[config.mk]
export PLATFORM = sky130hd
export DESIGN_NAME = ram_byte_merge
export DESIGN_NICKNAME = d
export VERILOG_FILES = /design/src/rtl/ram_byte_merge.sv
export SDC_FILE = /design/constraint.sdc
export NUM_CORES = 1
export LEC_CHECK = 0
export ABC_AREA = 1
export CAP_MARGIN = 0
export CORE_ASPECT_RATIO = 0.75
export CORE_MARGIN = 2
export CORE_UTILIZATION = 19
export DETAILED_ROUTE_END_ITERATION = 10
export PLACE_DENSITY = 0.9
export RECOVER_POWER = 25
export SLEW_MARGIN = 20
export SYNTH_ARGS = -nofsm -noshare
export SYNTH_HDL_FRONTEND = slang
export SYNTH_SLANG_ARGS = --single-unit
[constraint.sdc]
create_clock -name vclk -period 1.4
set_input_delay 0.28 -clock vclk [all_inputs]
set_output_delay 0.28 -clock vclk [all_outputs]
set_load 0.005 [all_outputs]
[src/rtl/ram_byte_merge.sv]
// Combinational 4-lane byte merge: lanes with be set take new_word, the rest keep old_word.
module ram_byte_merge (
   input  logic [31:0] old_word,
   input  logic [31:0] new_word,
   input  logic [3:0]  be,
   output logic [31:0] merged_word
);

   always_comb begin
      merged_word = old_word;
      for (int i = 0; i < 4; i++) begin
         if (be[i]) begin
            merged_word[8*i +: 8] = new_word[8*i +: 8];
         end
      end
   end

endmodule

Yosys cells after proc, flatten, opt, wreduce, memory -nomap -nowiden
Cells that the tools add are included.
{"block": "word_totals", "input_bits": 68, "regBits": 0, "wordCells": 4}
{"block": "classes", "muxes": 4}
{"operator": "$mux 8", "n": 4}

Longest topological paths before layout
Gate-level depths: netlist (run 1).
{"block": "logic_depth", "depth_word": 1, "ltp_mapped": 4}

Worst setup path before layout (run 1)
No wires, ideal clock.
{"block": "synth_path", "kind": "in2out", "start": "in be[0]", "end": "out merged_word[0]", "path_stages": 4, "setup_slack_ns": 0.526, "required_ns": 1.120, "t_arrival_ns": 0.594, "path_cell_list": "buf_6 > inv_2 > nand2_1 > nand2_1"}
{"block": "synth_between", "elab_chain_cells": 1}
{"element": "from (decl)", "line": "5", "source": "input logic [3:0] be,"}
{"element": "$mux 8", "line": "12", "source": "if (be[i]) begin"}
{"element": "to (decl)", "line": "6", "source": "output logic [31:0] merged_word"}
No other way between the ends.

Worst setup path after layout (run 1)
{"block": "layout_path", "start": "in old_word[11]", "end": "out merged_word[11]"}
{"block": "layout_between", "elab_chain_cells": 1}
{"element": "from (decl)", "line": "3", "source": "input logic [31:0] old_word,"}
{"element": "$mux 8", "line": "12"}
No other way between the ends.

==> results of run 1 <==
cells in the mapped netlist (all sizes together):
master,count
nand2,96
buf,4
inv,4
stage by stage:
stage	instance area (sq um)	total power, uW
after global routing	1400	440
after floorplan	420	112
after CTS	1390	393
final	1400	397
after detailed placement	1430	447
after global placement	1430	440
what timing repair did:
action / 4_1_cts / 5_1_grt
setup buffers: 0 / 0
hold buffers: 0 / 0
setup endpoints to repair: 32 / 21
gates resized for setup: 40 / 25
cells by family after synthesis:
group	after synthesis	share of synthesized area, %
buffers and inverters	8	14.3
AND/OR/NAND/NOR	96	85.7
layer usage:
layer,share of wire (%),vias up
li1,-,503
met1,37,385
met2,53,43
met3,9.2,4
met4,1.1,0
met5,0,-
power breakdown:
group	total, uW	switching (uW)	internal, uW
Combinational	397	126	272
Clock	0	0	0
Sequential	0	0	0
Total	397	126	272
final cells by class:
type / instances / share of cell area, %
timing repair buffer: 103 / 71.1
multi-input combinational: 96 / 25.7
inverter: 4 / 1.07
tap: 24 / 2.14
worst max-delay path by stage:
stage / start / to / slack, ps / cells after the start
after CTS: new_word[31] / merged_word[31] / 20 / 4
after global routing: new_word[8] / merged_word[8] / -2 / 4
final: old_word[11] / merged_word[11] / 30 / 4
after floorplan: be[0] / merged_word[0] / 530 / 4
after global placement: be[3] / merged_word[27] / -510 / 5
after detailed placement: be[3] / merged_word[31] / -580 / 5
==> impl_metrics.tcl, run 1 <==
set metrics [dict create \
    status "completed" \
    final_common_cell "nand2_1" \
    core_area_sq_um 2050 \
    final_layout_size_suffix_gt1_share_pct 4.93 \
    synth_nets 172 \
    track_usage_pct 17.4 \
    critPathLaunchType "primary input" \
    grt_pass1_vias 933 \
    vias_per_cell 4.12 \
    filler_cell_count 199 \
    die_w_microns 58.3 \
    placed_cells 227 \
    holdPathEnd "merged_word[9]" \
    register_area_sq_um 0 \
    clkbuf_count 0 \
    hold_ws_ps 1070 \
    hp-start "be[1]" \
    ir_drop_v 0.000174 \
    area_growth_pct 233 \
    drtPass1Iterations 4 \
    rsz0062_at_grt "yes" \
    grt_pass1_wl_microns 3770 \
    dieArea_sq_um 2610 \
    gr-usage-met2_pct 35.7 \
    routedWlPerCell_microns 10.1 \
    die_h_microns 44.7 \
    met3_usage_pct 3.44 \
    fin_util_pct 68.4 \
    flops_and_latches 0 \
    yosys.cell_types.count 3 \
    finalSetupViolCount 0 \
    cp_common_cell "nand2_1" \
    p_per_area_nw_per_um2 284 \
    rows 14 \
    final_cells 227 \
    ys_seq_area_share_pct 0 \
    period_needed_ps 1370 \
    finalWeightedCongestion 0.677 \
    p_leak_uw 0.000735 \
    grt_use_met1_pct 19.1 \
    netlist_area_sq_um 420 \
    tightestPinTransition_ps 172 \
    diodes 0 \
    drt_wl_total_microns 2300 \
    crit_path_max_incr_delay_ps 470 \
    synth_top_area_share_pct 85.7 \
    hold_viol_final 0 \
    cp.required_ps 1120 \
    via_count 935 \
    port_buffers 100 \
    grt_max_degree 10 \
    busiest_layer "met2" \
    crit_buf_inv 2 \
    tns_ps 0 \
    place_ws_ps -577 \
    yosysWarningCount 0 \
    multiInputGateArea_sq_um 360 \
    cpMaxStageDelayCell "clkdlybuf4s50_1" \
    slew_headroom_pct 88.5 \
    hpwl_microns 2140 \
    initial_utilization_pct 20.5 \
    drv_slew 0 \
    synth_area_leaders "nand2_1 (86%), buf_6 (11%), inv_2 (3.6%)" \
    drt_first_iter_violations 24 \
    arrival_ps 1090 \
    crit_fanout 1 \
    antenna_found_initial 0 \
    max_freq_mhz 732 \
    antenna_left 0 \
    yosysTopAreaCell "nand2_1" \
    holdCritPathClass "primary input to output port" \
    max_cap_violations 0 \
    mostFrequentLayoutCells "nand2_1 (96), clkdlybuf4s50_1 (64), clkdlybuf4s15_1 (18)" \
    min_period_over_period_pct 97.6 \
    syn_avg_cell_area_sq_um 4.04 \
    crit_chain "clkdlybuf4s50_1, nand2_1, nand2_1, dlygate4sd2_1" \
    setup_ws_ps 34.2 \
    path_class "primary input to output port" \
    fin_nets 273 \
    synth_cells 104 \
    io_pins 100 \
    route.detailed.drc 0 \
    end_kind "output port" \
    worstHoldPathCells 4 \
    crit_family "buffers and inverters" \
    grt_overflow 0 \
]
Power figures use the tool's default switching activity.
==> run 2: changes to the inputs <==
--- a/config.mk
+++ b/config.mk
@@ -13,7 +13,7 @@
 export DETAILED_ROUTE_END_ITERATION = 10
 export PLACE_DENSITY = 0.9
 export RECOVER_POWER = 25
-export SLEW_MARGIN = 20
+export SLEW_MARGIN = 5
 export SYNTH_ARGS = -nofsm -noshare
 export SYNTH_HDL_FRONTEND = slang
 export SYNTH_SLANG_ARGS = --single-unit
==> results of run 2 <==
No change in the layout: final DEF, timing and power equal those of run 1.
